--- config.mk ---
export PLATFORM = sky130hd
export DESIGN_NAME = change_dispenser_flat
export DESIGN_NICKNAME = d
export VERILOG_FILES = /design/src/rtl/change_dispenser_pkg.sv /design/src/rtl/change_dispenser_if.sv /design/src/rtl/change_dispenser_coin_select.sv /design/src/rtl/change_dispenser.sv /design/src/flat_wrapper.sv
export SDC_FILE = /design/constraint.sdc
export NUM_CORES = 1
export LEC_CHECK = 0
export BUFFER_PORTS_ARGS = -buffer_cell sky130_fd_sc_hd__buf_2
export CELL_PAD_IN_SITES_DETAIL_PLACEMENT = 0
export CELL_PAD_IN_SITES_GLOBAL_PLACEMENT = 1
export CORE_ASPECT_RATIO = 1.1
export CORE_MARGIN = 3
export CORE_UTILIZATION = 42
export DETAILED_ROUTE_END_ITERATION = 8
export GPL_TIMING_DRIVEN = 1
export PLACE_DENSITY = 0.84
export SLEW_MARGIN = 15
export SYNTH_ARGS = -nofsm -noshare
export SYNTH_HDL_FRONTEND = slang
export SYNTH_HIERARCHICAL = 1
export SYNTH_SLANG_ARGS = --single-unit
export TNS_END_PERCENT = 1
--- constraint.sdc ---
create_clock -name clk -period 5.7 [get_ports clk]
set_clock_uncertainty 0.15 [all_clocks]
set_input_delay 0 -clock clk [delete_from_list [all_inputs] [get_ports clk]]
set_output_delay 0 -clock clk [all_outputs]
set_load 0.02 [all_outputs]
--- src/rtl/change_dispenser_pkg.sv ---
// Shared coin values, FSM state encoding and coin one-hot type for the change dispenser.
// The piggy bank imports the same package so both sides agree on coin values.
package change_dispenser_pkg;

  localparam int CREDIT_W_DEF = 8;

  localparam int VAL_PENNY   = 1;
  localparam int VAL_NICKEL  = 5;
  localparam int VAL_DIME    = 10;
  localparam int VAL_QUARTER = 25;

  typedef enum logic [1:0] {
    ST_IDLE     = 2'd0,
    ST_DISPENSE = 2'd1,
    ST_FINISH   = 2'd2
  } state_e;

  typedef struct packed {
    logic quarter;
    logic dime;
    logic nickel;
    logic penny;
  } coin_t;

  function automatic int coin_cents(input coin_t c);
    coin_cents = (c.quarter ? VAL_QUARTER : 0) + (c.dime ? VAL_DIME : 0)
               + (c.nickel ? VAL_NICKEL : 0) + (c.penny ? VAL_PENNY : 0);
  endfunction

endpackage

--- src/rtl/change_dispenser_if.sv ---
// Refund request, coin-mechanism handshake and payout status between the bank side and the dispenser.
// The master drives the request and mech_ready; the slave (dispenser) drives coins and status.
interface change_dispenser_if #(
  parameter int CREDIT_W = 8
);
  logic                refund_req;
  logic [CREDIT_W-1:0] credit_in;
  logic                mech_ready;
  logic                penny;
  logic                nickel;
  logic                dime;
  logic                quarter;
  logic                busy;
  logic                done;
  logic [CREDIT_W-1:0] remaining;
  logic [3:0]          coin_count;

  modport master (
    output refund_req, credit_in, mech_ready,
    input  penny, nickel, dime, quarter, busy, done, remaining, coin_count
  );

  modport slave (
    input  refund_req, credit_in, mech_ready,
    output penny, nickel, dime, quarter, busy, done, remaining, coin_count
  );

endinterface

--- src/rtl/change_dispenser_coin_select.sv ---
// Greedy coin chooser: picks the largest coin not exceeding remaining, as one-hot plus its value.
// Remaining of zero selects no coin and a value of zero.
module change_dispenser_coin_select
  import change_dispenser_pkg::*;
#(
  parameter int CREDIT_W = CREDIT_W_DEF
) (
  input  logic [CREDIT_W-1:0] remaining_i,
  output coin_t               coin_o,
  output logic [CREDIT_W-1:0] value_o
);

  always_comb begin
    coin_o  = '0;
    value_o = '0;
    if (remaining_i >= CREDIT_W'(VAL_QUARTER)) begin
      coin_o.quarter = 1'b1;
      value_o        = CREDIT_W'(VAL_QUARTER);
    end else if (remaining_i >= CREDIT_W'(VAL_DIME)) begin
      coin_o.dime = 1'b1;
      value_o     = CREDIT_W'(VAL_DIME);
    end else if (remaining_i >= CREDIT_W'(VAL_NICKEL)) begin
      coin_o.nickel = 1'b1;
      value_o       = CREDIT_W'(VAL_NICKEL);
    end else if (remaining_i >= CREDIT_W'(VAL_PENNY)) begin
      coin_o.penny = 1'b1;
      value_o      = CREDIT_W'(VAL_PENNY);
    end
  end

endmodule

--- src/rtl/change_dispenser.sv ---
// Refund payout engine: latches the credit on request and pays it out greedily as one-cycle coin
// pulses, throttled by the mechanism's ready line and a minimum idle gap between coins.
module change_dispenser
  import change_dispenser_pkg::*;
#(
  parameter int CREDIT_W   = CREDIT_W_DEF,
  parameter int GAP_CYCLES = 1
) (
  input logic              clk,
  input logic              rst,
  change_dispenser_if.slave bus
);

  localparam int GAP_W = (GAP_CYCLES > 0) ? $clog2(GAP_CYCLES + 1) : 1;

  state_e              state_q, state_d;
  logic [CREDIT_W-1:0] remaining_q, remaining_d;
  logic [3:0]          count_q, count_d;
  logic [GAP_W-1:0]    gap_q, gap_d;
  coin_t               coin_q, coin_d;
  logic                busy_q, busy_d;
  logic                done_q, done_d;

  coin_t               sel_coin;
  logic [CREDIT_W-1:0] sel_value;
  logic                issue;

  change_dispenser_coin_select #(
    .CREDIT_W (CREDIT_W)
  ) u_coin_select (
    .remaining_i (remaining_q),
    .coin_o      (sel_coin),
    .value_o     (sel_value)
  );

  // remaining is never zero while dispensing, so a coin is always available when issuing
  assign issue = (state_q == ST_DISPENSE) && bus.mech_ready && (gap_q == '0);

  always_ff @(posedge clk or posedge rst) begin
    if (rst) begin
      state_q <= ST_IDLE;
    end else begin
      state_q <= state_d;
    end
  end

  always_comb begin
    state_d = state_q;
    case (state_q)
      ST_IDLE: begin
        if (bus.refund_req) begin
          state_d = (bus.credit_in != '0) ? ST_DISPENSE : ST_FINISH;
        end
      end
      ST_DISPENSE: begin
        if (issue && (remaining_q == sel_value)) begin
          state_d = ST_FINISH;
        end
      end
      ST_FINISH: state_d = ST_IDLE;
      default:   state_d = ST_IDLE;
    endcase
  end

  always_comb begin
    remaining_d = remaining_q;
    count_d     = count_q;
    gap_d       = gap_q;
    coin_d      = '0;
    done_d      = 1'b0;
    busy_d      = (state_d != ST_IDLE);
    case (state_q)
      ST_IDLE: begin
        if (bus.refund_req) begin
          remaining_d = bus.credit_in;
          count_d     = '0;
          gap_d       = '0;
        end
      end
      ST_DISPENSE: begin
        if (issue) begin
          coin_d      = sel_coin;
          remaining_d = remaining_q - sel_value;
          count_d     = count_q + 4'd1;
          gap_d       = GAP_W'(GAP_CYCLES);
        end else if (gap_q != '0) begin
          // the gap drains even while the mechanism is stalled
          gap_d = gap_q - 1'b1;
        end
      end
      ST_FINISH: begin
        done_d      = 1'b1;
        remaining_d = '0;
      end
      default: begin
        remaining_d = '0;
      end
    endcase
  end

  always_ff @(posedge clk or posedge rst) begin
    if (rst) begin
      remaining_q <= '0;
      count_q     <= '0;
      gap_q       <= '0;
      coin_q      <= '0;
      busy_q      <= 1'b0;
      done_q      <= 1'b0;
    end else begin
      remaining_q <= remaining_d;
      count_q     <= count_d;
      gap_q       <= gap_d;
      coin_q      <= coin_d;
      busy_q      <= busy_d;
      done_q      <= done_d;
    end
  end

  assign bus.quarter    = coin_q.quarter;
  assign bus.dime       = coin_q.dime;
  assign bus.nickel     = coin_q.nickel;
  assign bus.penny      = coin_q.penny;
  assign bus.busy       = busy_q;
  assign bus.done       = done_q;
  assign bus.remaining  = remaining_q;
  assign bus.coin_count = count_q;

endmodule

--- src/flat_wrapper.sv ---
// flat-port wrapper written by rule: the top's interface ports become plain ports
module change_dispenser_flat import change_dispenser_pkg::*;
#(
  parameter int CREDIT_W   = CREDIT_W_DEF,
  parameter int GAP_CYCLES = 1
)
  (clk, rst, bus_refund_req, bus_credit_in, bus_mech_ready, bus_penny, bus_nickel, bus_dime, bus_quarter, bus_busy, bus_done, bus_remaining, bus_coin_count);
  change_dispenser_if #(.CREDIT_W(CREDIT_W)) bus_i ();
  input logic clk;
  input logic rst;
  input wire logic [$bits(bus_i.refund_req)-1:0] bus_refund_req;
  input wire logic [$bits(bus_i.credit_in)-1:0] bus_credit_in;
  input wire logic [$bits(bus_i.mech_ready)-1:0] bus_mech_ready;
  output wire logic [$bits(bus_i.penny)-1:0] bus_penny;
  output wire logic [$bits(bus_i.nickel)-1:0] bus_nickel;
  output wire logic [$bits(bus_i.dime)-1:0] bus_dime;
  output wire logic [$bits(bus_i.quarter)-1:0] bus_quarter;
  output wire logic [$bits(bus_i.busy)-1:0] bus_busy;
  output wire logic [$bits(bus_i.done)-1:0] bus_done;
  output wire logic [$bits(bus_i.remaining)-1:0] bus_remaining;
  output wire logic [$bits(bus_i.coin_count)-1:0] bus_coin_count;
  assign bus_i.refund_req = bus_refund_req;
  assign bus_i.credit_in = bus_credit_in;
  assign bus_i.mech_ready = bus_mech_ready;
  assign bus_penny = bus_i.penny;
  assign bus_nickel = bus_i.nickel;
  assign bus_dime = bus_i.dime;
  assign bus_quarter = bus_i.quarter;
  assign bus_busy = bus_i.busy;
  assign bus_done = bus_i.done;
  assign bus_remaining = bus_i.remaining;
  assign bus_coin_count = bus_i.coin_count;
  change_dispenser #(.CREDIT_W(CREDIT_W), .GAP_CYCLES(GAP_CYCLES)) u_core (.clk(clk), .rst(rst), .bus(bus_i));
endmodule
==> results.yml <==
power_and_ir_drop:
  power_frac_comb: 0.604
  p_leak_nw: 0.825
  power_switching_w: 0.000450
  p_int_w: 0.000451
  clockPowerShare: 0.081
  p_sw_frac: 0.499
  p_total_w: 0.000900
  power.density_mw_per_mm2: 502
  ir_worst_vdd_uv: 189
  pwr-share-seq: 0.316
logic_synthesis:
  synth_edf_count: 0
  yosysWarnings: 6
  ys_async_sr_fraction: 1.00
  syn_area_mm2: 0.00150
  synth_top_family_by_area: "simple AND/OR/NAND/NOR gates"
  seq_area_frac_synth: 0.350
  ys_ff_latch: 21
  synth-simple-area-share: 0.252
  syn_inst: 174
  synthDistinctLibCells: 47
  synth_ff_type: "dfrtp_1"
  synth-compound-area-share: 0.203
  synth_fa_ha_area_frac: 0.0958
  synth-xor-area-share: 0.0117
  muxShareOfSynthArea: 0
  avgSynthCellArea_um2: 8.63
floorplanning:
  rows: 22
  dieArea_mm2: 0.00433
  core_area_mm2: 0.00339
  start_util: 0.443
  die_h_um: 68.7
  die_w_um: 63.0
  pin_count: 30
timing:
  rsz0062_at_grt: "no"
  hold_viol: 0
  period_needed_ns: 2.87
  setup_ws_ns: 2.83
  worst_slew_pin_slew_ns: 1.09
  period_share: 0.504
  drv_slew: 0
  setup_violations: 0
  clock.fmax_ghz: 0.348
  final.setup.tns_ns: 0
  slew_headroom: 0.271
finish:
  stdcell_area_mm2: 0.00180
  fill_cells: 332
  drive_gt1_frac: 0.186
  fin_nets: 233
  n_antenna_cell: 0
  syn2layout_area_growth_pct: 19.6
critical_path:
  cp-end-kind: "register"
  critical_path_arrival_ns: 2.94
  crit_type: "reg -> reg"
  cp_max_fo: 7
  required_ns: 5.77
  start_kind: "register"
grt:
  grt_pass1_wl_mm: 6.13
  grt_max_degree: 22
  grt_pass1_vias: 1329
  grtUsageTotal: 0.179
  gr-total-overflow: 0
  antenna_found_initial: 0
place:
  port_buffers: 29
  dpl-instance-area_mm2: 0.00164
  dp_slack_ns: 2.87
  dp_hpwl_mm: 2.63
  gp_congestion: 0.887
min_path:
  hold_path_class: "in -> async"
clock_network:
  clock-root-buffer: "clkbuf_4"
  cts_resized: 0
  clk_latency_ns: 0.30
  cts_made_buffers: 3
  clkSlewWorstSetupHoldPaths_ns: 0.12
  cts_sinks: 21
  h-tree-depth: 1
  cts_tree: "yes"
  cts_buffer_depth: 2
detailed_routing:
  first_pass_iters: 4
  via_per_inst: 5.34
  via_count: 1377
  routedWlPerCell_um: 13.8
  drt_iter0_drc: 62
  route.detailed.drc: 0
  wirelength_mm: 3.57
  antenna_left: 0
run:
  cap_violations: 0
status:
  status: "complete, no violations"
power by group through the flow:
stage          combinational [W]  sequential [W]   clock, W
5_1_grt                 0.000617        0.000296  0.0000802
2_1_floorplan           0.000377        0.000313          0
6_report                0.000544        0.000284  0.0000725
3_5_place_dp            0.000536        0.000287          0
3_3_place_gp            0.000534        0.000281          0
4_1_cts                 0.000544        0.000284  0.0000739
cell type report:
type | count | area, um^2 | area share
Multi-Input combinational cell | 129 | 856 | 0.477
Timing Repair Buffer | 42 | 275 | 0.153
Inverter | 14 | 52.6 | 0.0293
Sequential cell | 21 | 526 | 0.293
Tap cell | 48 | 60.1 | 0.0334
Clock buffer | 4 | 26.3 | 0.0146
flip-flops by register name, summed over array words and instances (netlist names):
register / cells
u_core/bus.remaining: 8
u_core/bus.coin_count: 4
u_core/state_q: 2
u_core/bus.busy: 1
u_core/bus.dime: 1
u_core/bus.done: 1
u_core/bus.nickel: 1
u_core/bus.penny: 1
u_core/bus.quarter: 1
u_core/gap_q: 1
worst paths after layout:
check | startpoint | endpoint | slack (ns) | cells after the start
hold / removal | rst | u_core/bus.penny | 0.24 | 3
max in group asynchronous | rst | u_core/bus.remaining[6] | 4.65 | 3
setup reg to reg | u_core/bus.remaining[3] | u_core/bus.remaining[5] | 2.83 | 11
hold reg to reg | u_core/bus.coin_count[3] | u_core/bus.coin_count[3] | 0.36 | 1
min in group clk | bus_refund_req | u_core/bus.busy | 0.34 | 4
setup / recovery | u_core/bus.remaining[3] | u_core/bus.remaining[5] | 2.83 | 11
metrics by stage:
stage	std cells	util	hold WS, ns
floorplan	176	-	-0.173
global placement	241	0.484	0.0449
detailed placement	241	0.484	0.0451
CTS	258	0.530	0.260
global route	258	0.530	0.294
finish	258	0.530	0.240
worst max-delay path, stage by stage (launching register included):
cell and delay [ns]:
dfrtp_1 0.49, inv_1 0.12, or3_1 0.35, a21oi_1 0.16, inv_1 0.06, ha_1 0.34
o21ai_1 0.14, a21oi_1 0.10, or4_1 0.42, a21oi_1 0.18, a2111oi_1 0.08, nor3_1 0.21
cells by family (layout without fill, tap and decap cells):
logic type / count (synthesis) / in the layout
other: 1 / 3
buffers and inverters: 26 / 60
AOI/OAI and AO/OA: 47 / 47
adders and majority gates: 11 / 11
DFF: 21 / 21
and+or+nand+nor: 66 / 66
xor gates and xnor gates: 2 / 2
cells in the mapped netlist, drive strengths merged (2+ instances only):
| cell type | number | area share |
|---|---|---|
| nand3 | 2 | 0.0067 |
| a21oi | 9 | 0.030 |
| inv | 14 | 0.035 |
| o31ai | 3 | 0.015 |
| ha | 9 | 0.075 |
| nor4 | 2 | 0.0083 |
| o211ai | 4 | 0.020 |
| nor2 | 17 | 0.042 |
| nor3 | 8 | 0.038 |
| a211oi | 7 | 0.035 |
| o31a | 2 | 0.012 |
| dfrtp | 21 | 0.35 |
| a22oi | 2 | 0.010 |
| or3 | 2 | 0.0083 |
| o21ai | 13 | 0.043 |
| nand2b | 5 | 0.022 |
| o41ai | 2 | 0.012 |
| nor2b | 4 | 0.022 |
| clkbuf | 2 | 0.0050 |
| nand4 | 2 | 0.0083 |
| and2 | 4 | 0.017 |
| buf | 10 | 0.045 |
| or4 | 2 | 0.010 |
| nand3b | 2 | 0.018 |
| nand2 | 12 | 0.030 |
repair_timing:
action	CTS	global route
hold buffers	13	0
hold endpoints to repair	34	0
buffers inserted	0	0
per-layer routing:
metal	vias to the layer above	GRT usage	part of all wire
met5	-	0	0
met4	0	0.0579	0.0078
met3	2	0.0146	0.029
met2	31	0.329	0.52
met1	655	0.225	0.44
li1	689	-	-
placed cells by master (no fill, tap or decap), drive strengths merged, types with 3 or more instances in the layout:
cell,Yosys,routed
dfrtp,21,21
conb,1,3
clkbuf,2,4
o211ai,4,4
a211oi,7,7
buf,10,29
nor3,8,8
nand2,12,12
nor2b,4,4
ha,9,9
and2,4,4
inv,14,14
o31ai,3,3
a21oi,9,9
nand2b,5,5
nor2,17,17
dlygate4sd3,0,13
o21ai,13,13
No activity file was read; power rests on OpenSTA's default activity.
